==> config.mk <==
export PLATFORM = sky130hd
export DESIGN_NAME = caxi4interconnect_dwc_wdata_downsizer
export DESIGN_NICKNAME = d
export VERILOG_FILES = /design/src/rtl/caxi4interconnect_dwc_pkg.sv /design/src/rtl/caxi4interconnect_dwc_cmd_fifo.sv /design/src/rtl/caxi4interconnect_dwc_wdata_downsizer.sv
export SDC_FILE = /design/constraint.sdc
export NUM_CORES = 1
export LEC_CHECK = 0
export ABC_AREA = 1
export ABC_CLOCK_PERIOD_IN_PS = 2300
export CAP_MARGIN = 20
export CELL_PAD_IN_SITES_DETAIL_PLACEMENT = 0
export CELL_PAD_IN_SITES_GLOBAL_PLACEMENT = 1
export CORE_MARGIN = 2
export CORE_UTILIZATION = 30
export CTS_BUF_LIST = sky130_fd_sc_hd__clkbuf_16
export CTS_CLUSTER_DIAMETER = 40
export DETAILED_ROUTE_END_ITERATION = 16
export DONT_BUFFER_PORTS = 1
export PLACE_DENSITY = 0.65
export SYNTH_ARGS = -nofsm -noshare
export SYNTH_HDL_FRONTEND = slang
export SYNTH_SLANG_ARGS = --single-unit
export TNS_END_PERCENT = 30
==> constraint.sdc <==
create_clock -name ACLK -period 2.3 [get_ports ACLK]
set_input_delay 0.23 -clock ACLK [delete_from_list [all_inputs] [get_ports ACLK]]
set_output_delay 0.23 -clock ACLK [all_outputs]
set_load 0.01 [all_outputs]
==> src/rtl/caxi4interconnect_dwc_pkg.sv <==
// Shared types and command record layout for the
// AXI4 interconnect data-width-conversion path.
package caxi4interconnect_dwc_pkg;

    typedef enum logic [1:0] {
        BURST_FIXED = 2'b00,
        BURST_INCR  = 2'b01
    } burst_e;

    localparam int CMD_LEN_W     = 8;
    localparam int CMD_SIZE_W    = 3;
    localparam int CMD_BURST_W   = 2;
    localparam int CMD_LEN_OFS   = 0;
    localparam int CMD_SIZE_OFS  = CMD_LEN_OFS + CMD_LEN_W;
    localparam int CMD_BURST_OFS = CMD_SIZE_OFS + CMD_SIZE_W;
    localparam int CMD_ADDR_OFS  = CMD_BURST_OFS + CMD_BURST_W;

    function automatic int clog2(input int value);
        int r;
        r = 0;
        while ((1 << r) < value) begin
            r = r + 1;
        end
        return r;
    endfunction

    function automatic int cmd_width(input int addr_w);
        return CMD_ADDR_OFS + addr_w;
    endfunction

endpackage

==> src/rtl/caxi4interconnect_dwc_cmd_fifo.sv <==
// Synchronous command FIFO between the AW-side
// converter and the W-data downsizer.
module caxi4interconnect_dwc_cmd_fifo
    import caxi4interconnect_dwc_pkg::*;
#(
    parameter int WIDTH = 16,
    parameter int DEPTH = 4
) (
    input  logic             clk,
    input  logic             rst,
    input  logic             push,
    input  logic [WIDTH-1:0] din,
    input  logic             pop,
    output logic [WIDTH-1:0] dout,
    output logic             full,
    output logic             empty
);

    localparam int PW = clog2(DEPTH);

    logic [WIDTH-1:0] mem [DEPTH];
    logic [PW:0]      wr_ptr;
    logic [PW:0]      rd_ptr;
    logic             do_push;
    logic             do_pop;

    assign do_push = push && !full;
    assign do_pop  = pop && !empty;

    // Extra pointer bit tells full from empty.
    assign empty = (wr_ptr == rd_ptr);
    assign full  = (wr_ptr[PW] != rd_ptr[PW]) &&
                   (wr_ptr[PW-1:0] == rd_ptr[PW-1:0]);
    assign dout  = mem[rd_ptr[PW-1:0]];

    always_ff @(posedge clk) begin
        if (do_push) begin
            mem[wr_ptr[PW-1:0]] <= din;
        end
    end

    always_ff @(posedge clk) begin
        if (rst) begin
            wr_ptr <= '0;
            rd_ptr <= '0;
        end else begin
            if (do_push) begin
                wr_ptr <= wr_ptr + 1'b1;
            end
            if (do_pop) begin
                rd_ptr <= rd_ptr + 1'b1;
            end
        end
    end

endmodule

==> src/rtl/caxi4interconnect_dwc_wdata_downsizer.sv <==
// Splits wide W beats into narrow slave beats, with
// WLAST regenerated from the queued burst command.
module caxi4interconnect_dwc_wdata_downsizer
    import caxi4interconnect_dwc_pkg::*;
#(
    parameter int DATA_WIDTH_IN  = 128,
    parameter int DATA_WIDTH_OUT = 32,
    parameter int ID_WIDTH       = 1,
    parameter int USER_WIDTH     = 1,
    parameter int CMD_FIFO_DEPTH = 4
) (
    input  logic                          ACLK,
    input  logic                          sysReset,
    input  logic                          CMD_VALID,
    output logic                          CMD_READY,
    input  logic [clog2(DATA_WIDTH_IN/8)-1:0] CMD_ADDR,
    input  logic [2:0]                    CMD_SIZE,
    input  logic [7:0]                    CMD_LEN,
    input  logic [1:0]                    CMD_BURST,
    input  logic [ID_WIDTH-1:0]           MASTER_WID,
    input  logic [DATA_WIDTH_IN-1:0]      MASTER_WDATA,
    input  logic [DATA_WIDTH_IN/8-1:0]    MASTER_WSTRB,
    input  logic [USER_WIDTH-1:0]         MASTER_WUSER,
    input  logic                          MASTER_WLAST,
    input  logic                          MASTER_WVALID,
    output logic                          MASTER_WREADY,
    output logic [ID_WIDTH-1:0]           SLAVE_WID,
    output logic [DATA_WIDTH_OUT-1:0]     SLAVE_WDATA,
    output logic [DATA_WIDTH_OUT/8-1:0]   SLAVE_WSTRB,
    output logic [USER_WIDTH-1:0]         SLAVE_WUSER,
    output logic                          SLAVE_WLAST,
    output logic                          SLAVE_WVALID,
    input  logic                          SLAVE_WREADY,
    output logic                          WLAST_ERR
);

    localparam int IB    = DATA_WIDTH_IN / 8;
    localparam int OB    = DATA_WIDTH_OUT / 8;
    localparam int RATIO = IB / OB;
    localparam int AW    = clog2(IB);
    localparam int OW    = clog2(OB);
    localparam int SW    = clog2(RATIO);
    localparam int CW    = cmd_width(AW);

    typedef enum logic [1:0] {
        IDLE,
        LOAD,
        SPLIT
    } state_e;

    state_e                  state;
    logic                    rst_q;
    logic [CW-1:0]           cmd_din;
    logic [CW-1:0]           cmd_dout;
    logic                    cmd_push;
    logic                    cmd_pop;
    logic                    fifo_full;
    logic                    fifo_empty;

    logic [AW-1:0]           addr;
    logic [2:0]              size;
    logic [7:0]              len;
    logic [1:0]              burst;
    logic [7:0]              beat_cnt;
    logic [DATA_WIDTH_IN-1:0] hold_data;
    logic [IB-1:0]           hold_strb;
    logic [SW-1:0]           slice;
    logic [SW-1:0]           last_slice;

    logic                    last_beat;
    logic                    slice_end;
    logic                    burst_done;
    logic [SW-1:0]           slice_nxt;
    logic [SW-1:0]           first_slice;
    logic [SW-1:0]           last_calc;
    logic [AW:0]             step;
    logic [AW-1:0]           mask;
    logic [AW-1:0]           a_sz;
    logic [AW:0]             span;
    logic [AW:0]             nxt_addr;

    function automatic logic [DATA_WIDTH_OUT-1:0] pick_d(
        input logic [DATA_WIDTH_IN-1:0] d,
        input logic [SW-1:0]            k
    );
        return d[int'(k)*DATA_WIDTH_OUT +: DATA_WIDTH_OUT];
    endfunction

    function automatic logic [OB-1:0] pick_s(
        input logic [IB-1:0] s,
        input logic [SW-1:0] k
    );
        return s[int'(k)*OB +: OB];
    endfunction

    always_comb begin
        cmd_din = '0;
        cmd_din[CMD_LEN_OFS +: CMD_LEN_W]     = CMD_LEN;
        cmd_din[CMD_SIZE_OFS +: CMD_SIZE_W]   = CMD_SIZE;
        cmd_din[CMD_BURST_OFS +: CMD_BURST_W] = CMD_BURST;
        cmd_din[CMD_ADDR_OFS +: AW]           = CMD_ADDR;
    end

    // Held low for one extra cycle after reset release.
    assign CMD_READY = !fifo_full && !sysReset && !rst_q;
    assign cmd_push  = CMD_VALID && CMD_READY;

    assign MASTER_WREADY = (state == LOAD) && !sysReset;

    assign last_beat  = (beat_cnt == len);
    assign slice_end  = (slice == last_slice);
    assign slice_nxt  = slice + 1'b1;
    assign burst_done = (state == SPLIT) && SLAVE_WREADY &&
                        slice_end && last_beat;
    assign cmd_pop    = !sysReset && !fifo_empty &&
                        ((state == IDLE) || burst_done);

    always_comb begin
        step        = {{AW{1'b0}}, 1'b1} << size;
        mask        = step[AW-1:0] - 1'b1;
        a_sz        = addr & ~mask;
        span        = {1'b0, a_sz} + step - 1'b1;
        nxt_addr    = {1'b0, a_sz} + step;
        first_slice = addr[AW-1:OW];
        last_calc   = first_slice;
        if (int'(size) >= OW) begin
            last_calc = span[AW-1:OW];
        end
    end

    caxi4interconnect_dwc_cmd_fifo #(
        .WIDTH (CW),
        .DEPTH (CMD_FIFO_DEPTH)
    ) u_cmd_fifo (
        .clk   (ACLK),
        .rst   (sysReset),
        .push  (cmd_push),
        .din   (cmd_din),
        .pop   (cmd_pop),
        .dout  (cmd_dout),
        .full  (fifo_full),
        .empty (fifo_empty)
    );

    always_ff @(posedge ACLK) begin
        rst_q <= sysReset;
        if (sysReset) begin
            state        <= IDLE;
            addr         <= '0;
            size         <= '0;
            len          <= '0;
            burst        <= '0;
            beat_cnt     <= '0;
            hold_data    <= '0;
            hold_strb    <= '0;
            slice        <= '0;
            last_slice   <= '0;
            SLAVE_WID    <= '0;
            SLAVE_WDATA  <= '0;
            SLAVE_WSTRB  <= '0;
            SLAVE_WUSER  <= '0;
            SLAVE_WLAST  <= 1'b0;
            SLAVE_WVALID <= 1'b0;
            WLAST_ERR    <= 1'b0;
        end else begin
            WLAST_ERR <= 1'b0;
            if (cmd_pop) begin
                addr     <= cmd_dout[CMD_ADDR_OFS +: AW];
                size     <= cmd_dout[CMD_SIZE_OFS +: CMD_SIZE_W];
                len      <= cmd_dout[CMD_LEN_OFS +: CMD_LEN_W];
                burst    <= cmd_dout[CMD_BURST_OFS +: CMD_BURST_W];
                beat_cnt <= '0;
            end
            unique case (state)
                IDLE: begin
                    if (cmd_pop) begin
                        state <= LOAD;
                    end
                end
                LOAD: begin
                    if (MASTER_WVALID) begin
                        hold_data    <= MASTER_WDATA;
                        hold_strb    <= MASTER_WSTRB;
                        slice        <= first_slice;
                        last_slice   <= last_calc;
                        SLAVE_WID    <= MASTER_WID;
                        SLAVE_WUSER  <= MASTER_WUSER;
                        SLAVE_WDATA  <= pick_d(MASTER_WDATA, first_slice);
                        SLAVE_WSTRB  <= pick_s(MASTER_WSTRB, first_slice);
                        SLAVE_WVALID <= 1'b1;
                        SLAVE_WLAST  <= last_beat &&
                                        (first_slice == last_calc);
                        WLAST_ERR    <= (MASTER_WLAST != last_beat);
                        state        <= SPLIT;
                    end
                end
                SPLIT: begin
                    if (SLAVE_WREADY) begin
                        if (slice_end) begin
                            SLAVE_WVALID <= 1'b0;
                            SLAVE_WLAST  <= 1'b0;
                            if (last_beat) begin
                                state <= cmd_pop ? LOAD : IDLE;
                            end else begin
                                beat_cnt <= beat_cnt + 1'b1;
                                if (burst != BURST_FIXED) begin
                                    addr <= nxt_addr[AW-1:0];
                                end
                                state <= LOAD;
                            end
                        end else begin
                            slice       <= slice_nxt;
                            SLAVE_WDATA <= pick_d(hold_data, slice_nxt);
                            SLAVE_WSTRB <= pick_s(hold_strb, slice_nxt);
                            SLAVE_WLAST <= last_beat &&
                                           (slice_nxt == last_slice);
                        end
                    end
                end
                default: begin
                    state <= IDLE;
                end
            endcase
        end
    end

endmodule
=== Word level (Yosys, flattened, before mapping) ===
Memories as Yosys holds them, arrays and structs flattened. A register that Yosys moved wholly into a read port is not among the register bits.
Cells that the tools add are included.

* Magnitude comparators: 1
* Mux-type cells: 43
* $add $sub $neg: 7
* Equality and inequality tests: 15
* Bitwise gates (word level): 4
* Shifts and indexed selects: 5
* Reductions and logical operators: 28

{| class="wikitable"
|+ Operator list
! kind !! number
|-
| $shiftx 128x8->32 || 2
|-
| $mux 32 || 3
|-
| $pmux 32 s2 || 1
|-
| $mux 8 || 5
|-
| $mux 4 || 9
|-
| $shiftx 16x5->4 || 2
|-
| $mux 2 || 10
|-
| $logic_and 1x1->1 || 14
|-
| $reduce_and 4->1 || 3
|-
| $mux 1 || 10
|-
| $ne 2x2->1 const B || 5
|-
| $add 8x1->8 const B || 1
|-
| $eq 2x2->1 || 4
|-
| $eq 8x8->1 || 1
|-
| $pmux 4 s2 || 1
|-
| $sub 4x1->4 const B || 2
|-
| $add 3x1->3 const B || 2
|-
| $pmux 2 s3 || 1
|-
| $add 4x4->4 || 1
|-
| $and 4x4->4 || 1
|-
| $logic_not 1->1 || 4
|-
| $not 4->4 || 1
|-
| $pmux 1 s2 || 2
|-
| $pmux 2 s2 || 1
|-
| 14 further kinds || 17
|}

* Register bits after elaboration: 223
* Memories: 1
* Logic and storage cells: 124
* Memory bits (writable): 68

{| class="wikitable"
|+ Memories
! memory !! depth !! width !! read ports !! clocked after memory_dff !! write ports !! RTL line !! source
|-
| u_cmd_fifo.mem || 4 || 17 || 1 || 1 || 1 || caxi4interconnect_dwc_cmd_fifo.sv:21 || <nowiki>logic [WIDTH-1:0] mem [DEPTH];</nowiki>
|}

=== Longest topological paths before layout ===
Gate-level depths: netlist of the first run.

* Word-level depth: 12
* Mapped depth: 17

=== Modules after synthesis ===
Synthesis of the first run repeated with hierarchy kept, for this count alone.

* Cell total of the unflattened synthesis: 1742
* Area total of the unflattened synthesis: 13269.0 µm²

{| class="wikitable"
|+ By module, submodules not included
! module !! area an instance (µm²) !! cells each !! sequential area each (µm²) !! instances
|-
| caxi4interconnect_dwc_wdata_downsizer || 10227.3 || 1502 || 4344.2 || 1
|-
| caxi4interconnect_dwc_cmd_fifo || 3041.7 || 240 || 2202.1 || 1
|}

=== Least setup slack after synthesis of the first run ===
No wires, ideal clock.

* Kind: reg-to-reg
* Start: reg u_cmd_fifo.rd_ptr[0]
* End: mem u_cmd_fifo.mem[3][0] (netlist name), enable pin
* Cell stages (with the launch flop): 6
* Library setup time: 392 ps
* Path buffers: 0
* Arrival time: 1868 ps
* Path slack: 40 ps
* Required time: 1908 ps
* Clock period less this slack: 2260 ps
* Cell sequence: dfxtp_1 -> xnor2_1 -> a311o_1 -> inv_1 -> nand2_1 -> nor2_1

* Longest elaborated chain between the ends: 9

{| class="wikitable"
|+ RTL lines
! item !! RTL line !! source
|-
| from (decl) || caxi4interconnect_dwc_cmd_fifo.sv:23 || <nowiki>logic [PW:0] rd_ptr;</nowiki>
|-
| from (signal assigned) || caxi4interconnect_dwc_cmd_fifo.sv:51 || <nowiki>rd_ptr <= rd_ptr + 1'b1;</nowiki>
|-
| $eq 2x2->1 || caxi4interconnect_dwc_cmd_fifo.sv:33 || <nowiki>(wr_ptr[PW-1:0] == rd_ptr[PW-1:0]);</nowiki>
|-
| $logic_and 1x1->1 || caxi4interconnect_dwc_cmd_fifo.sv:32 || <nowiki>assign full = (wr_ptr[PW] != rd_ptr[PW]) &&</nowiki>
|-
| $logic_not 1->1 || caxi4interconnect_dwc_wdata_downsizer.sv:105 || <nowiki>assign CMD_READY = !fifo_full && !sysReset && !rst_q;</nowiki>
|-
| $logic_and 1x1->1 (2 in a row) || caxi4interconnect_dwc_wdata_downsizer.sv:105 ||
|-
| via CMD_READY || caxi4interconnect_dwc_wdata_downsizer.sv:15 || <nowiki>output logic CMD_READY,</nowiki>
|-
| $logic_and 1x1->1 || caxi4interconnect_dwc_wdata_downsizer.sv:106 || <nowiki>assign cmd_push = CMD_VALID && CMD_READY;</nowiki>
|-
| $logic_and 1x1->1 || caxi4interconnect_dwc_cmd_fifo.sv:27 || <nowiki>assign do_push = push && !full;</nowiki>
|-
| $mux 1 || caxi4interconnect_dwc_cmd_fifo.sv:37 || <nowiki>if (do_push) begin</nowiki>
|-
| $mux 1 (not written as such) || caxi4interconnect_dwc_cmd_fifo.sv:38 || <nowiki>mem[wr_ptr[PW-1:0]] <= din;</nowiki>
|-
| to (decl) || caxi4interconnect_dwc_cmd_fifo.sv:21 ||
|}

The timed path passes the listed nets, and every way through them passes these cells.

=== Final worst setup path of the first run ===
* Start: reg state[1]
* End: reg SLAVE_WDATA[6]

* Longest elaborated chain between the ends: 3
* Elaborated cells on any way between the ends: 8
* Those cells by class: eq/ne: 5; mux: 1; reduce/logical: 2

{| class="wikitable"
|+ RTL lines
! item !! RTL line !! source
|-
| from (decl) || caxi4interconnect_dwc_wdata_downsizer.sv:51 || <nowiki>state_e state;</nowiki>
|-
| from (signal assigned) || caxi4interconnect_dwc_wdata_downsizer.sv:203 || <nowiki>state <= cmd_pop ? LOAD : IDLE;</nowiki>
|-
| $eq 2x2->1 or $eq 2x1->1 (tied branches) || caxi4interconnect_dwc_wdata_downsizer.sv:174 || <nowiki>unique case (state)</nowiki>
|-
| $ne 2x2->1 (no source line) or $reduce_bool 2->1 (tied branches) || - ||
|-
| $reduce_and 4->1 (no source line) || - ||
|-
| to (signal assigned) || caxi4interconnect_dwc_wdata_downsizer.sv:188 || <nowiki>SLAVE_WDATA <= pick_d(MASTER_WDATA, first_slice);</nowiki>
|-
| to (signal assigned) || caxi4interconnect_dwc_wdata_downsizer.sv:213 || <nowiki>SLAVE_WDATA <= pick_d(hold_data, slice_nxt);</nowiki>
|-
| to (decl) || caxi4interconnect_dwc_wdata_downsizer.sv:28 || <nowiki>output logic [DATA_WIDTH_OUT-1:0] SLAVE_WDATA,</nowiki>
|}

Parallel ways exist; a longest one is shown, timed or not.
A chain may end at the register's enable or synchronous reset.

==> results of run 1 <==
==> repair_timing <==
item / 4_1_cts / 5_1_grt
buffers inserted: 0 / 0
gates resized for setup: 0 / 1
endpoints found under the hold margin: 261 / 0
setup endpoints to repair: 0 / 1
hold buffers: 168 / 0
==> how the worst max path moves through the flow <==
stage | endpoint | slack, ns | depth (start not counted)
2_1_floorplan | u_cmd_fifo.mem[3][0] | 0.04 | 5
3_3_place_gp | SLAVE_WLAST | 0.25 | 15
3_5_place_dp | SLAVE_WLAST | 0.21 | 15
4_1_cts | SLAVE_WLAST | 0.21 | 15
5_1_grt | len[3] | 0.06 | 10
6_report | SLAVE_WDATA[6] | 0.18 | 8
==> power breakdown <==
group          internal [mW]  leakage (nW)  total (mW)  switching [mW]
Clock                   5.21         0.892        7.97            2.76
Combinational          0.994          3.17        2.72            1.73
Sequential              5.69          2.44        5.99           0.293
==> critical path, stage by stage (launching register included) <==
cell and delay [ns]:
dfxtp_1 0.34, inv_1 0.12, nor2_4 0.06, inv_2 0.29, buf_4 0.35, nand2_1 0.34, a21oi_1 0.29, a21oi_1 0.07
a31oi_1 0.18
==> registers in the layout (all words and copies together) (netlist names), 3 cells and up, named ones only <==
name / count
hold_data: 128
u_cmd_fifo.mem: 68
SLAVE_WDATA: 32
hold_strb: 16
beat_cnt: 8
len: 8
SLAVE_WSTRB: 4
addr: 4
size: 3
u_cmd_fifo.rd_ptr: 3
u_cmd_fifo.wr_ptr: 3
==> final cells by class <==
| class | instances | area, sq um | area share |
|---|---|---|---|
| Antenna cell | 5 | 12.5 | 0.000722 |
| Clock buffer | 51 | 1280 | 0.0736 |
| Clock inverter | 44 | 529 | 0.0305 |
| Inverter | 129 | 492 | 0.0284 |
| Multi-Input combinational cell | 1142 | 5570 | 0.321 |
| Sequential cell | 293 | 6550 | 0.378 |
| Tap cell | 585 | 732 | 0.0422 |
| Timing Repair Buffer | 213 | 2170 | 0.125 |
==> layer usage <==
layer,vias up,track usage,wire [um],share of wire
met1,5808,0.249,19600,0.44
met3,103,0.0428,3100,0.070
met2,408,0.315,20400,0.46
li1,6090,-,-,-
met4,8,0.0748,1300,0.029
met5,-,0,44,0.00099
==> logic make-up (layout without fill, tap and decap cells) <==
family,count (synthesis),count (layout)
flops,293,293
xor+xnor,13,13
simple gates,501,501
fa+ha+maj,7,7
buf+inv,255,437
mux,2,2
other cells,0,5
compound gates,619,619
==> layout by cell type, fill, tap and decap left out, types with 10 or more instances in the layout <==
cell,n
clkbuf_16,51
edfxtp_1,68
buf_4,34
o22ai_1,56
inv_1,127
a21oi_1,135
nor2_1,293
nand2_1,166
a22oi_1,29
dlygate4sd3_1,167
a31oi_1,35
nand3_1,24
dfxtp_1,223
o21ai_0,332
buf_12,12
bufinv_16,10
==> metrics by stage <==
step | std cells | total power, mW
5_1_grt | 2461 | 17.5
2_1_floorplan | 1690 | 7.71
4_1_cts | 2456 | 16.9
3_3_place_gp | 2193 | 8.47
6_report | 2462 | 16.7
3_5_place_dp | 2193 | 8.51
==> results.yml, run 1 <==
critical_path:
  path_class: "reg -> reg"
  crit_fanout: 14
  start_kind: "register"
  r2r_end: "SLAVE_WDATA[6]"
  reg2reg_from: "state[1]"
  rr_worst_depth: 8
  cp.arrival_ns: 2.61
  startpoint: "state[1]"
  required_ns: 2.79
  end_kind: "register"
  reg2reg_slack_ns: 0.18
floorplan:
  core_sq_um: 43100
  die_area_sq_um: 45300
  start_util: 0.304
  ios: 212
  num_rows: 76
  die_y_um: 213
  die_x_um: 213
placement:
  dp_slack_ns: 0.210
  gp_congestion: 0.806
  dpl_cell_area_sq_um: 13800
  dp_hpwl_um: 26500
  io_buffers: 0
synthesis:
  avgSynthCellArea_sq_um: 7.74
  synth_warnings: 0
  synthTopCellsByArea: "dfxtp_1, edfxtp_1, o21ai_0"
  ys_types: 37
  yosysTopAreaCell: "dfxtp_1"
  synthMuxAreaShare: 0.00153
  synthSimpleGateAreaFrac: 0.149
  synth_seq_area_share: 0.501
  synth-xor-area-share: 0.00871
  syn_inst: 1690
  ys.flop_type: "dfxtp_1"
  synth_top_family_by_area: "compound AO/OA/AOI/OAI gates"
  synth-seq-cells: 293
  synthAdderAreaFrac: 0.00670
  synth_edf_count: 68
  synth.most_common_cell: "o21ai_0"
  synth-compound-area-share: 0.258
  synth-async-reset-ratio: 0
  syn-num-nets: 1866
  synth.cell_area_sq_um: 13100
  synth_commonest_cells: "o21ai_0, nor2_1, dfxtp_1, nand2_1, a21oi_1"
  synth_top_area_share: 0.344
worst_hold_path:
  min_path_cells: 2
  holdPathEnd: "u_cmd_fifo.wr_ptr[0]"
  min_from: "CMD_VALID"
  hold_path_class: "in -> reg"
global_routing:
  gr-usage-all-layers: 0.193
  first_global_vias: 12100
  grt_pass1_wl_um: 67800
  grt_max_degree: 198
  antenna_found_initial: 8
  overflow: 0
sta:
  tightest_slew_ns: 0.817
  rsz0062_at_grt: "no"
  drv_slew: 0
  finalCritPeriodShare: 0.921
  worst_hold_slack_ns: 0.0203
  setup-tns-final_ns: 0
  relSlewSlack: 0.456
  setup_viol: 0
  hold_viol_final: 0
  worst_slack_ns: 0.181
  skew_ns: 0.0225
  max_freq_mhz: 472
  post-route-min-period_ns: 2.12
clocking:
  htree_levels: 2
  cts_buffers: 51
  insertion_delay_ns: 0.58
  numClockSinks: 293
  clockRootBuffer: "clkbuf_16"
  cts_tree: "built"
  clk_path_buf_depth: 3
  path_clk_slew_ns: 0.05
final_layout:
  final_area_sq_um: 17300
  syn_to_final_growth_pct: 32.5
  fin_util: 0.402
  drive_above_1_share: 0.0791
  nNetsFinal: 2006
  fill_cells: 4338
outcome:
  status: "finished, final reports clean"
route:
  wl_per_cell_um: 18.1
  via_count: 12400
  drc: 0
  finalWirelength_um: 44500
  drtIter0Drc: 1040
  vias_per_cell: 5.04
  ant_nets: 0
  dr.pass1.iters: 6
power_and_ir_drop:
  leakage_nw: 6.50
  power_density_nw_per_um2: 962
  max-vdd-ir-drop_v: 0.000693
job:
  max-cap-violations: 0
Note: power is estimated with default switching activity, not from simulation.
==> inputs of run 2 (changes only) <==
--- a/config.mk
+++ b/config.mk
@@ -12,7 +12,7 @@
 export CELL_PAD_IN_SITES_GLOBAL_PLACEMENT = 1
 export CORE_MARGIN = 2
 export CORE_UTILIZATION = 30
-export CTS_BUF_LIST = sky130_fd_sc_hd__clkbuf_16
+export CTS_BUF_LIST = sky130_fd_sc_hd__clkbuf_8 sky130_fd_sc_hd__clkbuf_16
 export CTS_CLUSTER_DIAMETER = 40
 export DETAILED_ROUTE_END_ITERATION = 16
 export DONT_BUFFER_PORTS = 1
==> run 2 against run 1 <==
Net effect:
- global-route usage barely moved
- first-iteration DRC count fell by 5.7%
- register-to-register slack improved by 0.04 ns
- via count barely moved
- highest routed layer unchanged
- core utilization barely moved
- critical path type unchanged
- largest power group unchanged
==> results.yml, run 2 (synthesized netlist as in run 1, its figures left out) <==
global_routing:
  gr-usage-all-layers: 0.193
  overflow: 0
  grt_pass1_wl_um: 67800
  grt_max_degree: 198
  antenna_found_initial: 8
  first_global_vias: 12100
clocking:
  cts_tree: "built"
  clk_path_buf_depth: 3
  numClockSinks: 293
  clockRootBuffer: "clkbuf_16"
  cts_buffers: 51
  insertion_delay_ns: 0.58
  htree_levels: 2
  post_cts_buffers: 0
  path_clk_slew_ns: 0.05
route:
  drc: 0
  ant_nets: 0
  drtIter0Drc: 981
  vias_per_cell: 5.04
  finalWirelength_um: 44400
  via_count: 12400
  dr.pass1.iters: 6
  wl_per_cell_um: 18.0
final_layout:
  multiInputGateArea_sq_um: 5570
  largest_reg_flops: 128
  mostFrequentLayoutCell: "o21ai_0"
  syn_to_final_growth_pct: 32.7
  drive_above_1_share: 0.0801
  register_area_sq_um: 6550
  nNetsFinal: 2006
  fill_cells: 4338
  final_area_sq_um: 17300
  top_register: "hold_data"
  fin_cells: 2462
  final_cell_mix: "o21ai_0, nor2_1, dfxtp_1, dlygate4sd3_1, nand2_1"
critical_path:
  cpLargestDelayFamily: "buffers and inverters"
  max_stage_delay_ns: 0.34
  cp.arrival_ns: 2.57
  startpoint: "state[1]"
  r2r_end: "SLAVE_WDATA[6]"
  crit_fanout: 14
  reg2reg_from: "state[1]"
  end_kind: "register"
  path_depth: 8
  crit_slowest_cell: "dfxtp_1"
  required_ns: 2.79
  cp_common_cell: "a21oi_1"
  start_kind: "register"
  reg2reg_slack_ns: 0.22
  rr_worst_depth: 8
  cp_num_buf_inv: 3
  path_class: "reg -> reg"
  cp_cell_sequence: "inv_1 > nor2_4 > inv_2 > buf_4 > nand2_1 > a21oi_1 > a21oi_1 > a31oi_1"
power_and_ir_drop:
  comb_power_share: 0.162
  max-vdd-ir-drop_v: 0.000693
  seqPwrFrac: 0.358
  power_density_nw_per_um2: 965
  switching_share: 0.285
  p_clk_frac: 0.480
  p_switching_mw: 4.78
  internal_power_mw: 12.0
  leakage_nw: 6.51
worst_hold_path:
  min_from: "CMD_VALID"
  min_path_cells: 2
  holdPathEnd: "u_cmd_fifo.wr_ptr[0]"
  hold_path_class: "in -> reg"
placement:
  dp_hpwl_um: 26500
  gp_congestion: 0.806
  io_buffers: 0
  place_inst: 2193
  dpl_cell_area_sq_um: 13800
sta:
  hold_viol_final: 0
  max_freq_mhz: 480
  finalCritPeriodShare: 0.905
  rsz0062_at_grt: "no"
  drv_slew: 0
  relSlewSlack: 0.450
  post-route-min-period_ns: 2.08
  skew_ns: 0.0223
  worst_hold_slack_ns: 0.0205
  setup-tns-final_ns: 0
  tightest_slew_ns: 0.825
  setup_viol: 0
floorplan:
  die_x_um: 213
  start_util: 0.304
  core_sq_um: 43100
  ios: 212
  num_rows: 76
  die_y_um: 213
  die_area_sq_um: 45300
job:
  max-cap-violations: 0
outcome:
  status: "finished, final reports clean"
==> run 2: changes by cell type in the layout (fill, tap and decap cells not counted), sizes merged <==
cell and delta:
clkbuf +2, clkinv -2
==> run 2: per-stage QoR <==
step | setup slack [ns] | util | total power [mW]
finish | 0.218 | 0.403 | 16.7
CTS | 0.215 | 0.402 | 16.9
global route | 0.0627 | 0.403 | 17.5
floorplan | 0.0404 | - | 7.71
detailed placement | 0.210 | 0.321 | 8.51
global placement | 0.254 | 0.321 | 8.47
==> run 2: worst register-to-register path, delay by kind of cell (launching register included) <==
kind / cells / cell delay [ns]
DFF: 1 / 0.34
AOI/OAI and AO/OA: 3 / 0.52
and+or+nand+nor: 2 / 0.40
buffers and inverters: 3 / 0.75
==> run 2: per-layer routing <==
layer | routed length (um) | GRT usage | vias to the layer above
li1 | - | - | 6082
met1 | 19500 | 0.249 | 5802
met2 | 20300 | 0.314 | 424
met3 | 3210 | 0.0431 | 102
met4 | 1290 | 0.0757 | 8
met5 | 44 | 0 | -
==> run 2: worst max path at each step <==
stage,to,slack [ns]
floorplan,u_cmd_fifo.mem[3][0],0.04
global placement,SLAVE_WLAST,0.25
detailed placement,SLAVE_WLAST,0.21
CTS,SLAVE_WLAST,0.21
global route,len[3],0.06
finish,SLAVE_WDATA[6],0.22
==> run 2: what timing repair did <==
item | 4_1_cts | 5_1_grt
hold buffers | 168 | 0
gates resized for setup | 0 | 1
hold endpoints to repair | 261 | 0
setup endpoints to repair | 0 | 1
==> run 2: cell type report <==
type                    instances  area share
clock buffers                  53      0.0751
flip-flops and latches        293       0.378
repair buffers                213       0.125
inverters                     129      0.0283
well taps                     585      0.0422
multi-input cells            1142       0.321
clock inverters                42      0.0301
diodes                          5    0.000721
==> run 2: power groups by stage <==
stage	combinational (mW)	clock, mW	sequential (mW)
2_1_floorplan	1.72	0	5.99
3_3_place_gp	2.38	0	6.09
3_5_place_dp	2.42	0	6.09
4_1_cts	2.72	8.24	5.99
5_1_grt	3.05	8.44	6.03
6_report	2.71	8.04	5.99
==> inputs of run 3 (changes only) <==
--- a/config.mk
+++ b/config.mk
@@ -10,7 +10,6 @@
 export CAP_MARGIN = 20
 export CELL_PAD_IN_SITES_DETAIL_PLACEMENT = 0
 export CELL_PAD_IN_SITES_GLOBAL_PLACEMENT = 1
-export CORE_MARGIN = 2
 export CORE_UTILIZATION = 30
 export CTS_BUF_LIST = sky130_fd_sc_hd__clkbuf_8 sky130_fd_sc_hd__clkbuf_16
 export CTS_CLUSTER_DIAMETER = 40
==> run 3 against run 2 <==
Net effect:
- count of clock-buffer cells in the layout up 11
- setup slack better by 0.050 ns
- global-route usage rose by 0.19 points
- combinational power about the same
- clock power up 7.7%
- sequential power about the same
- cell count is essentially flat
- clock skew is 0.0057 ns lower
- first-iteration DRC count down 1.1%
- total power is 3.5% higher
- largest cell class unchanged
- largest power group unchanged
==> results.yml, run 3 (synthesized netlist as in run 1, its figures left out) <==
floorplan:
  die_area_sq_um: 44400
  die_y_um: 211
  die_x_um: 211
  num_rows: 76
  core_sq_um: 43100
  ios: 212
  start_util: 0.304
route:
  finalWirelength_um: 43900
  drc: 0
  dr.pass1.iters: 7
  ant_nets: 0
  drtIter0Drc: 970
  wl_per_cell_um: 17.8
  vias_per_cell: 5.03
  via_count: 12400
global_routing:
  grt_max_degree: 198
  first_global_vias: 12000
  gr-usage-all-layers: 0.195
  overflow: 0
  antenna_found_initial: 6
  grt_pass1_wl_um: 67800
critical_path:
  start_kind: "register"
  crit_fanout: 24
  reg2reg_slack_ns: 0.27
  startpoint: "beat_cnt[2]"
  required_ns: 2.81
  end_kind: "register"
  reg2reg_from: "beat_cnt[2]"
  path_class: "reg -> reg"
  cp.arrival_ns: 2.55
power_and_ir_drop:
  max-vdd-ir-drop_v: 0.000616
  leakage_nw: 6.59
  power_density_nw_per_um2: 988
clocking:
  path_clk_slew_ns: 0.05
  insertion_delay_ns: 0.61
  clk_path_buf_depth: 3
  cts_tree: "built"
  clockRootBuffer: "clkbuf_16"
  numClockSinks: 293
  htree_levels: 2
  cts_buffers: 58
final_layout:
  fin_cells: 2463
  fin_util: 0.407
  mostFrequentLayoutCell: "o21ai_0"
  fill_cells: 4353
  multiInputGateArea_sq_um: 5570
  largest_reg_flops: 128
  final_area_sq_um: 17500
  top_register: "hold_data"
  register_area_sq_um: 6550
  drive_above_1_share: 0.0811
  final_cell_mix: "o21ai_0, nor2_1, dfxtp_1, dlygate4sd3_1, nand2_1"
  nNetsFinal: 2004
  syn_to_final_growth_pct: 34.1
worst_hold_path:
  min_from: "MASTER_WSTRB[11]"
  hold_path_class: "in -> reg"
sta:
  relSlewSlack: 0.354
  skew_ns: 0.0166
  setup_viol: 0
  drv_slew: 0
  setup-tns-final_ns: 0
  max_freq_mhz: 492
  finalCritPeriodShare: 0.883
  rsz0062_at_grt: "no"
  tightest_slew_ns: 0.969
  post-route-min-period_ns: 2.03
  hold_viol_final: 0
job:
  max-cap-violations: 0
placement:
  place_inst: 2184
  dpl_cell_area_sq_um: 13800
  gp_congestion: 0.780
  dp_hpwl_um: 25700
  io_buffers: 0
outcome:
  status: "finished, final reports clean"
==> run 3: cell count changes in the layout (fill, tap and decap cells not counted), moves of 2 or more <==
cell / before / now
buf_4: 34 / 20
diode_2: 5 / 3
clkinvlp_4: 4 / 6
buf_12: 12 / 15
bufinv_16: 10 / 6
clkbuf_16: 51 / 61
==> run 3: path summary, 6_finish.rpt <==
check | endpoint | cells after the start
worst max-delay path | len[4] | 10
worst max register to register | len[4] | 10
worst min register to register | hold_data[56] | 2
worst min-delay path | SLAVE_WSTRB[3] | 4
==> run 3: critical path, cell delays in order (launching register included) <==
cell     delay, ns
dfxtp_1       0.42
xnor2_1       0.15
nand2_1       0.06
nor3_1        0.13
nand2_1       0.18
o22ai_1       0.17
nand2_1       0.19
inv_2         0.17
buf_12        0.16
o21ai_0       0.10
a31oi_1       0.21
==> run 3: cell type report <==
type,instances,area share
Clock buffer,64,0.0894
Antenna cell,3,0.000428
Inverter,129,0.0280
Timing Repair Buffer,204,0.122
Clock inverter,43,0.0269
Sequential cell,293,0.374
Tap cell,585,0.0417
Multi-Input combinational cell,1142,0.318
==> run 3: layer usage <==
metal | up-vias | track usage | wire [um]
met4 | 8 | 0.0705 | 1030
met2 | 369 | 0.319 | 20500
met3 | 81 | 0.0439 | 2830
li1 | 6076 | - | -
met1 | 5852 | 0.251 | 19400
met5 | - | 0 | 53
==> run 3: metrics by stage <==
| stage | total power [mW] | setup WS (ns) | hold slack, ns |
|---|---|---|---|
| finish | 17.3 | 0.268 | 0.0326 |
| global route | 18.1 | 0.0456 | 0.0469 |
| CTS | 17.5 | 0.195 | 0.00101 |
| detailed placement | 8.46 | 0.218 | 0.261 |
| global placement | 8.43 | 0.252 | 0.262 |
| floorplan | 7.71 | 0.0404 | 0.258 |
==> run 3: power breakdown <==
part           switching [mW]  leakage (nW)  internal, mW
registers               0.289          2.44          5.70
logic                    1.71          3.14         0.974
clock network            3.03          1.00          5.63
==> run 3: timing repair <==
action / CTS / global route
hold endpoints to repair: 264 / 0
hold buffers: 169 / 0
buffers inserted: 0 / 0
resized for setup: 0 / 1
setup endpoints to repair: 0 / 1
